==> config.mk <==
export PLATFORM = sky130hd
export DESIGN_NAME = fetch_unit
export DESIGN_NICKNAME = d
export VERILOG_FILES = /design/src/rtl/fetch_unit.sv
export SDC_FILE = /design/constraint.sdc
export NUM_CORES = 1
export LEC_CHECK = 0
export CAP_MARGIN = 20
export CORE_ASPECT_RATIO = 2
export CORE_MARGIN = 8
export CORE_UTILIZATION = 52
export DETAILED_ROUTE_END_ITERATION = 16
export GPL_TIMING_DRIVEN = 0
export HOLD_SLACK_MARGIN = 0.12
export PLACE_DENSITY = 0.95
export SETUP_SLACK_MARGIN = 0.5
export SYNTH_ARGS = -nofsm -noshare
export SYNTH_HDL_FRONTEND = slang
export SYNTH_SLANG_ARGS = --single-unit
export TNS_END_PERCENT = 10
==> constraint.sdc <==
create_clock -name I_clk -period 10.1 [get_ports I_clk]
set_input_delay 2.02 -clock I_clk [delete_from_list [all_inputs] [get_ports I_clk]]
set_output_delay 2.02 -clock I_clk [all_outputs]
set_load 0.1 [all_outputs]
==> src/rtl/fetch_unit.sv <==
// fetch_unit: single-outstanding instruction fetcher feeding a small FIFO
// that presents the head instruction and its address to decode.
module fetch_unit #(
  parameter int DEPTH = 2
) (
  input  logic        I_clk,
  input  logic        I_rst_n,
  input  logic [15:0] I_pc,
  input  logic        I_flush,
  output logic        o_imem_req,
  output logic [15:0] o_imem_addr,
  input  logic        I_imem_ack,
  input  logic [15:0] I_imem_data,
  output logic        o_pc_adv,
  output logic        o_valid,
  output logic [15:0] o_instr,
  output logic [15:0] o_instr_pc,
  input  logic        I_ready
);

  localparam int PW = $clog2(DEPTH);
  localparam int CW = $clog2(DEPTH) + 1;

  typedef enum logic [1:0] {
    IDLE,
    WAIT,
    DRAIN
  } state_t;

  state_t        state;
  logic [15:0]   fifo_instr [DEPTH];
  logic [15:0]   fifo_pc    [DEPTH];
  logic [PW-1:0] wr_ptr;
  logic [PW-1:0] rd_ptr;
  logic [CW-1:0] count;
  logic          push;
  logic          pop;

  // Flush overrides both push and pop so the buffer is simply emptied.
  always_comb begin
    push = (state == WAIT) && I_imem_ack && !I_flush;
    pop  = o_valid && I_ready && !I_flush;
  end

  always_comb begin
    o_valid    = (count != '0);
    o_instr    = '0;
    o_instr_pc = '0;
    if (count != '0) begin
      o_instr    = fifo_instr[rd_ptr];
      o_instr_pc = fifo_pc[rd_ptr];
    end
  end

  always_ff @(posedge I_clk) begin
    if (push) begin
      fifo_instr[wr_ptr] <= I_imem_data;
      fifo_pc[wr_ptr]    <= o_imem_addr;
    end
  end

  always_ff @(posedge I_clk or negedge I_rst_n) begin
    if (!I_rst_n) begin
      wr_ptr <= '0;
      rd_ptr <= '0;
      count  <= '0;
    end else if (I_flush) begin
      wr_ptr <= '0;
      rd_ptr <= '0;
      count  <= '0;
    end else begin
      if (push) wr_ptr <= wr_ptr + PW'(1);
      if (pop)  rd_ptr <= rd_ptr + PW'(1);
      if (push && !pop)      count <= count + CW'(1);
      else if (pop && !push) count <= count - CW'(1);
    end
  end

  // A request leaves IDLE only with room in the buffer, so at most one is
  // ever outstanding and the FIFO cannot overflow.
  always_ff @(posedge I_clk or negedge I_rst_n) begin
    if (!I_rst_n) begin
      state       <= IDLE;
      o_imem_req  <= 1'b0;
      o_imem_addr <= '0;
      o_pc_adv    <= 1'b0;
    end else begin
      o_pc_adv <= 1'b0;
      unique case (state)
        IDLE: begin
          if (!I_flush && (count < CW'(DEPTH))) begin
            o_imem_req  <= 1'b1;
            o_imem_addr <= I_pc;
            state       <= WAIT;
          end
        end
        WAIT: begin
          if (I_imem_ack) begin
            o_imem_req <= 1'b0;
            o_pc_adv   <= !I_flush;
            state      <= IDLE;
          end else if (I_flush) begin
            state <= DRAIN;
          end
        end
        DRAIN: begin
          if (I_imem_ack) begin
            o_imem_req <= 1'b0;
            state      <= IDLE;
          end
        end
        default: begin
          o_imem_req <= 1'b0;
          state      <= IDLE;
        end
      endcase
    end
  end

endmodule

==> flow_summary_export.csv <==
group,metric,value,unit
grt,grt_max_degree,33,
grt,overflow,0,
min_path,min_from,"o_imem_addr[12]",
drt,drc,0,
power,p_leak,0.00171,µW
finish,utilization,73.0,%
min_path,min_to,"fifo_pc[1][12]",
finish,final_nets,361,
timing,fin_setup_tns,0,ns
flow_run,maxCapViolCount,0,
timing,drv_slew,0,
drt,final_antenna_net_count,0,
floorplan,start_util,53.0,%
synth,synth-seq-cells,88,
clocking,clockBufferDepth,2,
drt,routed_via_density,5.13,
synth,syn-instance-count,220,
worst_setup_path,crit_fanout,10,
drt,routed_wl,7410,µm
power,total_power,1520,µW
grt,first_global_vias,2279,
timing,setup_viol,0,
finish,syn_to_final_growth,37.8,%
clocking,cts_max_level,3,
clocking,ctsHoldBuffers,0,
placed_design,routabilityCongestion,0.742,
timing,fin_crit,4.67,ns
timing,finalCritPeriodShare,46.3,%
min_path,hold_depth,0,
worst_setup_path,critical_path_class,"flip-flop to output port",
clocking,cts_setup_buffers,0,
floorplan,core_area,6570,µm²
placed_design,port_buffers,86,
floorplan,die_y,132,µm
finish,final_area,4800,µm²
clocking,insertion_delay,0.33,ns
placed_design,dp_hpwl,5630,µm
synth,ys_warn_count,0,
worst_setup_path,rr_endpoint,"fifo_instr[0][1]",
synth,synth_area_per_cell,15.8,µm²
power,ir_worst_vdd,0.276,mV
timing,skew,0.00405,ns
placed_design,dpl_worst_slack,5.76,ns
worst_setup_path,worstPathArrival,2.65,ns
worst_setup_path,r2r_slack,7.79,ns
finish,n_antenna_cell,0,
power,power.density,317,nW/µm²
drt,drt_first_pass_iters,4,
floorplan,io_pins,88,
grt,antenna_found_initial,0,
clocking,cts_tree,"built",
floorplan,die_w,73.9,µm
synth,synth_nets,260,
clocking,cts_resized,0,
timing,hold_viol,0,
timing,grt_setup_unrepaired,"no",
grt,grt_pass1_wl,11500,µm
worst_setup_path,worstRegToRegCells,6,
synth,synth_seq_area_share,72.4,%
worst_setup_path,r2r_start,"state[1]",
clocking,cts_inserted_buffers,9,
min_path,hold_class,"flip-flop to flip-flop",
timing,tightest_slew,1.03,ns
floorplan,die_area,9730,µm²
status,status,"finished clean",
drt,routedWlPerCell,17.9,µm
grt,grt_usage,16.2,%
worst_setup_path,cp-start-kind,"flip-flop",
clocking,clock_sinks,88,
worst_setup_path,crit_required,8.08,ns
clocking,root_buffer,"clkbuf_16",
drt,drt-initial-drc-count,164,
worst_setup_path,crit_path_end_kind,"output port",
drt,via_count,2117,
clocking,path_clk_slew,0.06,ns
timing,fmaxAchievable,214,MHz
synth,ys_types,26,
floorplan,rows,42,
timing,worst_slack,5.43,ns
placed_design,place_area,4490,µm²
timing,maxSlewHeadroom,31.1,%
synth,syn-cell-area,3480,µm²
finish,drive_gt1_share,14.8,%
sequential cells by signal, indices dropped and copies added, names as in the netlist:
name	flops
count	2
fifo_instr	32
fifo_pc	32
o_imem_addr	16
o_imem_req	1
o_pc_adv	1
rd_ptr	1
state	2
wr_ptr	1
kinds of logic (layout without fill, tap and decap cells):
group	Yosys count	after routing	synth area share (%)
AND/OR/NAND/NOR	50	50	6.65
multiplexers	49	49	14.7
buffers and inverters	15	120	2.52
XOR/XNOR	2	2	0.503
AO/OA/AOI/OAI	13	13	2.12
adder cells (fa/ha/maj)	3	3	1.08
flip-flops	88	88	72.4
power breakdown:
| part | internal [µW] | total (µW) | switching (µW) |
|---|---|---|---|
| Combinational | 177 | 697 | 519 |
| Sequential | 475 | 521 | 46.2 |
| Clock | 186 | 303 | 118 |
cell usage after synthesis, drive strengths merged:
cell    instances  area [µm²]
nor3b           1        7.51
xor2            2        17.5
or4b            1        10.0
a21oi           7        35.0
dfrtp          24         601
mux2i          32         320
o21bai          2        15.0
buf            10        68.8
nor3            2        21.3
edfxtp         64        1920
nor2b           2        12.5
nand2b          1        6.26
ha              3        37.5
inv             5        18.8
o21ai           3        15.0
a21o            1        8.76
and2b           1        8.76
nor2           38         143
and3            1        6.26
nor4b           1        8.76
nand2           2        7.51
mux2           17         191
placed cells by master, fill, tap and decap left out, types with 2 or more instances in the layout:
master / Yosys / layout
clkdlybuf4s50_1: 0 / 86
edfxtp_1: 64 / 64
nor2_1: 38 / 38
mux2i_1: 32 / 32
dfrtp_1: 24 / 24
mux2_2: 17 / 17
clkbuf_16: 0 / 9
buf_2: 7 / 7
a21oi_1: 7 / 7
inv_1: 5 / 5
buf_6: 1 / 4
o21ai_0: 3 / 3
ha_1: 3 / 3
clkbuf_1: 0 / 3
clkbuf_8: 0 / 3
nand2_1: 2 / 2
o21bai_1: 2 / 2
nor2b_1: 2 / 2
xor2_1: 2 / 2
worst max-delay path, stage by stage (launching register included):
cell and delay [ns]:
dfrtp_1 0.38, buf_4 0.17, nor2_1 0.39, buf_2 0.31
nor2_1 0.09, clkdlybuf4s50_1 0.98
layer usage:
metal	vias up	GRT usage [%]	routed length [µm]
met5	-	0	0
met4	0	8.74	191
met3	13	4.34	343
met2	60	29.7	4340
met1	1047	15.1	2530
li1	997	-	-
metrics by stage:
step | hold slack [ns] | std cells
6_report | 0.498 | 413
5_1_grt | 0.513 | 413
3_5_place_dp | 0.482 | 397
2_1_floorplan | 0.519 | 220
4_1_cts | 0.495 | 412
3_3_place_gp | 0.470 | 394
worst max path at each step:
| stage | startpoint | to | slack (ns) | depth (start not counted) |
|---|---|---|---|---|
| global placement | I_imem_ack | fifo_instr[0][10] | 3.59 | 3 |
| CTS | count[1] | o_instr_pc[0] | 5.39 | 5 |
| global route | count[1] | o_instr_pc[0] | 5.29 | 5 |
| floorplan | I_flush | fifo_instr[0][0] | 5.25 | 2 |
| finish | count[1] | o_instr[8] | 5.43 | 5 |
| detailed placement | count[1] | o_instr_pc[0] | 5.76 | 5 |
area by class of cell:
class | instances | area (µm²)
inverters | 5 | 18.8
plain buffers | 10 | 68.8
fillers | 426 | 1770
well taps | 88 | 110
clock buffers | 15 | 278
flip-flops and latches | 88 | 2520
multi-input cells | 117 | 878
repair buffers | 90 | 922
Power figures use the tool's default switching activity.
